**src/rtl/el_pkg.sv**
```systemverilog
// Shared types and constants for the clocked-to-dual-rail transmitter.
package el_pkg;

  typedef enum logic [1:0] {
    StIdle    = 2'd0,
    StWaitAck = 2'd1,
    StRtz     = 2'd2
  } el_state_e;

  // Per-bit rail pair: index 0 is rail-false, index 1 is rail-true.
  localparam logic [1:0]  Spacer = 2'b00;
  localparam int unsigned RailF  = 0;
  localparam int unsigned RailT  = 1;

  localparam string EncTwoPhase  = "TWO_PHASE";
  localparam string EncFourPhase = "FOUR_PHASE";

endpackage

```
**src/rtl/el_sync.sv**
```systemverilog
// Multi-flop synchronizer for the asynchronous acknowledge.
module el_sync #(
  parameter int unsigned STAGES = 2
) (
  input  logic clk,
  input  logic rst,
  input  logic d,
  output logic q
);

  logic [STAGES-1:0] sync_q;

  always_ff @(posedge clk) begin
    if (rst) begin
      sync_q <= '0;
    end else begin
      sync_q <= {sync_q[STAGES-2:0], d};
    end
  end

  assign q = sync_q[STAGES-1];

endmodule

```
**src/rtl/el_tx.sv**
```systemverilog
// Clocked source to dual-rail channel: accepts a word and holds it until the
// downstream acknowledge completes the handshake (two- or four-phase).
module el_tx
  import el_pkg::*;
#(
  parameter string       ENC         = EncTwoPhase,
  parameter int unsigned DATA_W      = 8,
  parameter int unsigned SYNC_STAGES = 2
) (
  input  logic                clk,
  input  logic                rst,
  input  logic                in_valid,
  output logic                in_ready,
  input  logic [DATA_W-1:0]   in_data,
  output logic [2*DATA_W-1:0] out,
  input  logic                ack_i
);

  el_state_e           state_q, state_d;
  logic [2*DATA_W-1:0] out_q, out_d;
  logic [2*DATA_W-1:0] rails;
  logic                ack_s;
  logic                accept;

  el_sync #(
    .STAGES(SYNC_STAGES)
  ) u_ack_sync (
    .clk(clk),
    .rst(rst),
    .d  (ack_i),
    .q  (ack_s)
  );

  assign in_ready = (state_q == StIdle) && !rst;
  assign accept   = in_valid && in_ready;

  // One-hot rail pattern of the offered word, shared by both encodings.
  always_comb begin
    rails = '0;
    for (int unsigned i = 0; i < DATA_W; i++) begin
      rails[2*i+RailT] = in_data[i];
      rails[2*i+RailF] = ~in_data[i];
    end
  end

  always_ff @(posedge clk) begin
    if (rst) begin
      state_q <= StIdle;
      out_q   <= '0;
    end else begin
      state_q <= state_d;
      out_q   <= out_d;
    end
  end

  assign out = out_q;

  if (ENC == EncFourPhase) begin : g_four_phase
    always_comb begin
      state_d = state_q;
      out_d   = out_q;
      case (state_q)
        StIdle: begin
          if (accept) begin
            out_d   = rails;
            state_d = StWaitAck;
          end
        end
        StWaitAck: begin
          if (ack_s) begin
            out_d   = {DATA_W{Spacer}};
            state_d = StRtz;
          end
        end
        StRtz: begin
          if (!ack_s) begin
            state_d = StIdle;
          end
        end
        default: state_d = StIdle;
      endcase
    end
  end else begin : g_two_phase
    logic phase_q, phase_d;

    always_ff @(posedge clk) begin
      if (rst) begin
        phase_q <= 1'b0;
      end else begin
        phase_q <= phase_d;
      end
    end

    always_comb begin
      state_d = state_q;
      out_d   = out_q;
      phase_d = phase_q;
      case (state_q)
        StIdle: begin
          // A stray ack edge while idle only re-aligns the stored phase.
          phase_d = ack_s;
          if (accept) begin
            out_d   = out_q ^ rails;
            state_d = StWaitAck;
          end
        end
        StWaitAck: begin
          if (ack_s != phase_q) begin
            phase_d = ack_s;
            state_d = StIdle;
          end
        end
        default: state_d = StIdle;
      endcase
    end
  end

endmodule

```
**config.mk**
```make
export PLATFORM = sky130hd
export DESIGN_NAME = el_tx
export DESIGN_NICKNAME = d
export VERILOG_FILES = /design/src/rtl/el_pkg.sv /design/src/rtl/el_sync.sv /design/src/rtl/el_tx.sv
export SDC_FILE = /design/constraint.sdc
export NUM_CORES = 1
export LEC_CHECK = 0
export ABC_AREA = 1
export CORE_MARGIN = 2
export CORE_UTILIZATION = 42
export DETAILED_ROUTE_END_ITERATION = 7
export PLACE_DENSITY = 0.78
export SYNTH_ARGS = -nofsm -noshare
export SYNTH_HDL_FRONTEND = slang
export SYNTH_HIERARCHICAL = 1
export SYNTH_SLANG_ARGS = --single-unit
```
**constraint.sdc**
```tcl
create_clock -name clk -period 1.1 [get_ports clk]
set_clock_uncertainty 0.15 [all_clocks]
set_input_delay 0.22 -clock clk [delete_from_list [all_inputs] [get_ports clk]]
set_output_delay 0.22 -clock clk [all_outputs]
set_load 0.01 [all_outputs]
```
* After elaboration in Yosys (flattened, before gate mapping)
Index checks and enable logic that the tools add are counted.
Widths: inputs -> output; s select.
** Word-level totals
- Register bits after elaboration :: 21
- Input bits :: 12
- Output and inout bits :: 17
** Operators by class
- Equality and inequality tests :: 4
- Muxes and demuxes :: 5
- Bitwise operators :: 9
- Reductions and logical operators :: 8
** Operators by type and width (count)
- $xor 16x16->16 :: 1
- $not 1->1 :: 8
- $reduce_and 2->1 :: 3
- $mux 2 :: 2
- $ne 2x2->1 const B :: 2
- $pmux 2 s2 :: 1
- $eq 2x1->1 const B :: 1
- $logic_and 1x1->1 :: 2
- $logic_not 2->1 :: 1
- $pmux 1 s2 :: 1
- $reduce_bool 2->1 :: 1
- $logic_not 1->1 :: 1
- $mux 1 :: 1
- $ne 1x1->1 :: 1

* Longest topological paths before layout
Gate-level depths: netlist (run 1).
- Word-level depth :: 5
- Depth in mapped cells :: 6
- Depth with buffers taken out :: 5

* By module
The synthesis (run 1) kept the hierarchy.
** Modules (own cells, without submodules)
- el_tx :: times used 1, cells an instance 155, area each 1018.5 um^2
- el_sync :: times used 1, cells an instance 6, area each 55.1 um^2

* Worst setup path after synthesis (run 1)
OpenSTA, ideal clock, no wires.
- Path kind :: flip-flop to flip-flop
- Start :: register state_q[0]
- End :: register out_q[10], in the netlist out[10]
- Library setup time :: 0.110 ns
- Arrival time :: 0.889 ns
- Required time :: 0.840 ns
- Slack :: -0.049 ns
- Cell stages (with the launch flop) :: 6
- Buffers on the path :: 1
- Cell sequence :: dfxtp_1 nor2_4 buf_2 nand4_1 nand2_1 nor2_1
** On the way
- Word-level cells in the longest chain between the ends :: 4
** RTL lines
- from (decl) :: line el_tx.sv:19 : el_state_e state_q, state_d;
- from (signal assigned) :: line el_tx.sv:48 : state_q <= StIdle;
- from (signal assigned) :: line el_tx.sv:51 : state_q <= state_d;
- $logic_not 2->1 :: line el_tx.sv:34 : assign in_ready = (state_q == StIdle) && !rst;
- $logic_and 1x1->1 :: line el_tx.sv:34
- net in_ready :: line el_tx.sv:13 : output logic in_ready,
- $logic_and 1x1->1 :: line el_tx.sv:35 : assign accept = in_valid && in_ready;
- $reduce_and 2->1 (no source line)
- to (signal assigned) :: line el_tx.sv:52 : out_q <= out_d;
- to (decl) :: line el_tx.sv:20 : logic [2*DATA_W-1:0] out_q, out_d;
The timed path passes the listed nets, and every way through them passes these cells.
A chain may end at the register's enable or synchronous reset.

* Worst setup path in the final report (run 1)
- Start :: register state_q[0]
- End :: output port in_ready
** On the way
- Word-level cells in the longest chain between the ends :: 2
** RTL lines (line)
- $logic_not 2->1 :: el_tx.sv:34
- $logic_and 1x1->1 :: el_tx.sv:34
- to (decl) :: el_tx.sv:13
Every way passes these cells.

==> results of run 1 <==
## power by group through the flow
stage | clock network [mW] | registers (mW) | logic, mW
after CTS | 0.440 | 0.800 | 0.451
after global placement | 0 | 0.802 | 0.375
after detailed placement | 0 | 0.804 | 0.393
after global routing | 0.486 | 0.806 | 0.559
after floorplan | 0 | 0.822 | 0.191
final | 0.441 | 0.801 | 0.520
## cells in the final DEF (no fill, tap or decap), types with 3 or more instances in the layout
cell and count:
buf_12 3, buf_4 18, nand3_2 13, clkbuf_16 3, buf_6 18, nand4_1 16, inv_1 43, dfxtp_2 17
nor2_1 20, clkbuf_4 3, nand3_1 3, nand2_1 33, dfxtp_1 3, clkdlybuf4s50_1 10
## worst max-delay path, cell delays in order, from the launching register on
cell	delay, ns
dfxtp_2	0.35
nor2_4	0.13
buf_6	0.12
## cells by family (layout without fill, tap and decap cells)
| logic type | after synthesis | in the layout | share of synthesized area (%) |
|---|---|---|---|
| simple gates | 88 | 88 | 41.8 |
| flops | 20 | 20 | 37.3 |
| buf+inv | 52 | 101 | 20.4 |
| compound gates | 1 | 1 | 0.466 |
## sequential cells by signal, summed over array words and instances (netlist names)
register	cells
out	16
state_q	1
g_two_phase.phase_q	1
u_ack_sync/sync_q	2
## per-stage QoR
stage / utilization (%) / hold slack, ns / cells / setup TNS, ns
3_5_place_dp: 60.2 / 0.254 / 228 / -13.00
6_report: 70.3 / 0.261 / 240 / -2.83
2_1_floorplan: - / 0.141 / 161 / 0
5_1_grt: 70.3 / 0.253 / 240 / -4.35
3_3_place_gp: 60.2 / 0.240 / 228 / -12.35
4_1_cts: 66.2 / 0.262 / 237 / -2.36
## layer usage
metal	wire length, um	vias up
met5	0	-
met4	37	0
met1	1220	551
li1	-	588
met2	1600	30
met3	111	2
## layout make-up
| type | instances | area (um^2) |
|---|---|---|
| Multi-Input combinational cell | 89 | 484 |
| Clock buffer | 4 | 36.3 |
| Sequential cell | 20 | 422 |
| Timing Repair Buffer | 53 | 582 |
| Inverter | 44 | 165 |
| Tap cell | 30 | 37.5 |
| Fill cell | 190 | 728 |
## worst min-delay path by stage
stage | startpoint | cells after the start | slack [ns] | to
finish | rst | 3 | 0.26 | u_ack_sync/sync_q[0]
global route | rst | 3 | 0.25 | u_ack_sync/sync_q[0]
CTS | rst | 3 | 0.26 | u_ack_sync/sync_q[0]
detailed placement | u_ack_sync/sync_q[0] | 2 | 0.25 | u_ack_sync/sync_q[1]
global placement | u_ack_sync/sync_q[0] | 2 | 0.24 | u_ack_sync/sync_q[1]
floorplan | rst | 1 | 0.14 | u_ack_sync/sync_q[0]
## repair_timing
action,CTS,global route
endpoints found under the setup margin,34,34
resized for setup,107,10
pin swaps,1,15
hold buffers,0,0
gates cloned,1,3
buffers inserted,4,1
==> impl_results.md, run 1 <==
- Outcome: finished, violations left
- Failing checks: negative setup slack
- RSZ-0062 raised after global routing: yes
- Startpoint types: flip-flop
- Clk_lat worst skew: 0.30 ns
- Global routing met1 resource utilization: around a fifth
- H-tree depth: 1
- Number of pins exceeding their max-slew limit in the final report: 0
- Total track usage: 18.7%
- Remaining antenna violation count: 0
- Number of flops mapped to enable cells by yosys: 0
- Slew headroom: 87.9%
- Critical Path Fanout Max: 3
- Per-instance average area after synthesis: about 6.7 um^2
- Final instance area: ~1700 um^2
- Worst endpoint required time: 0.73 ns
- CTS buffer count: 3
- Area of placed instances: 1480 um^2
- Class of the worst hold path: primary input to flip-flop
- Cell internal power dissipation: ~1.3 mW
- Depth of the worst register-to-register path: 7
- Library cell with the highest instance count after synthesis: inv_1
- GRT Max-Usage Layer: met2
- Total number of nets in the final design: 223
- HPWL after DPL: about 1700 um
- Total power divided by cell area: 1020 nW/um^2
- First-pass GRT wire length: between 3000 and 4000 um
- Clock-pin slew on the worst setup and hold paths: 0.12 ns
- Part of the power in the clock network: 25.0%
- Leakage power of the design: 0.851 nW
- Flip-flop and latch count after synthesis: 20
- Port Buf Inserts: 28
- Final cycle utilization of the critical path: 117%
- Total core area: about 2500 um^2
- Area fraction of the dominant cell type after synthesis: ~37%
- Cell at the root of the clock tree: clkbuf_4
- Achievable Freq: 0.779 GHz
- VDD IR-drop max: ~670 uV
- Worst-margin pin slew: roughly 0.18 ns
- Cell type with the highest aggregate area in the netlist: dfxtp_1
- Comb power frac: roughly 30%
- Worst slack, placed: -0.637 ns
- Std-Cell Rows: 18
- Die extent in y: 54.6 um
- Drt total wl: approximately 3000 um
- Detailed router's first-iteration violation count: 42
- Ratio of cells with drive above 1 in the final layout: 37.6%
- TritonCTS Sinks: 20
- Global placement routability congestion: between 0.6 and 0.7
- Worst setup path endpoint: in_ready
- Design Power: 1.76 mW
- Proportion of total power due to net switching: 28.9%
- Residual DRC: 0
- Global route total overflow: 0
- Instance count of the mapped netlist: 161
- Total die area: slightly below 3000 um^2
- Signed area change from the synthesized netlist to the final layout: 60.8%
- Pin count of the biggest net entering global routing: 34
- Synthesized cell area: around 1100 um^2
- Worst R2R Start: state_q[0]
- First element of the critical path: state_q[0]
- Reg2Reg Setup Slack: -0.18 ns
- Number of max-cap violations: 0
- Antenna Cells: 0
- Clock tree from TritonCTS: done
- Drt first pass iters: 5
- Top-level I/O count: 29
- Synthesized Nets: 173
- Distinct cell type count of the synthesized netlist: 14
- Initial antenna violation count: 0
- Share of the yosys chip area belonging to registers: between 30% and 40%
- Initial Util: 43.7%
- # setup viols final: 34
- Setup CP Type: flip-flop to output port
- Grt met2 use: 34.9%
- Sequential Power Share: 45.5%
- Ys async rst share: 0%
- Total vias in the final route: 1171
- GRT met3 Usage: 2.46%
- Primary flip-flop cell chosen by synthesis mapping: dfxtp_1
- Capture instance of the worst register-to-register path: out[0]
- Largest buffer count on any clock path: 2
- Synth top area cells: dfxtp_1 37%, inv_1 15%, nand2_1 12%
- Final hold violations: 0
- Average detailed-routed wire length per instance: about 12 um
- Die outline width: 54.6 um
- Endpoint type of the worst setup path: output port
- Synth warnings: 6
- Via count of the first global-routing pass: 987
- Fin crit period: approximately 1.3 ns
- Number of vias per cell: 4.88
- Leading cell types by count after synthesis: 43 x inv_1, 34 x nand2_1, 20 x dfxtp_1, 20 x nor2_1, 16 x nand4_1
- Net switching power figure: 509 uW
- Data arrival time of the critical path: 0.91 ns
- Post-route setup slack: -0.183 ns
No activity file was read; power rests on OpenSTA's default activity.
==> inputs of run 2 (changes only) <==
Settings changed: SLEW_MARGIN set to 20.
==> results of run 2 <==
No change in the layout: final DEF, timing and power equal those of run 1.
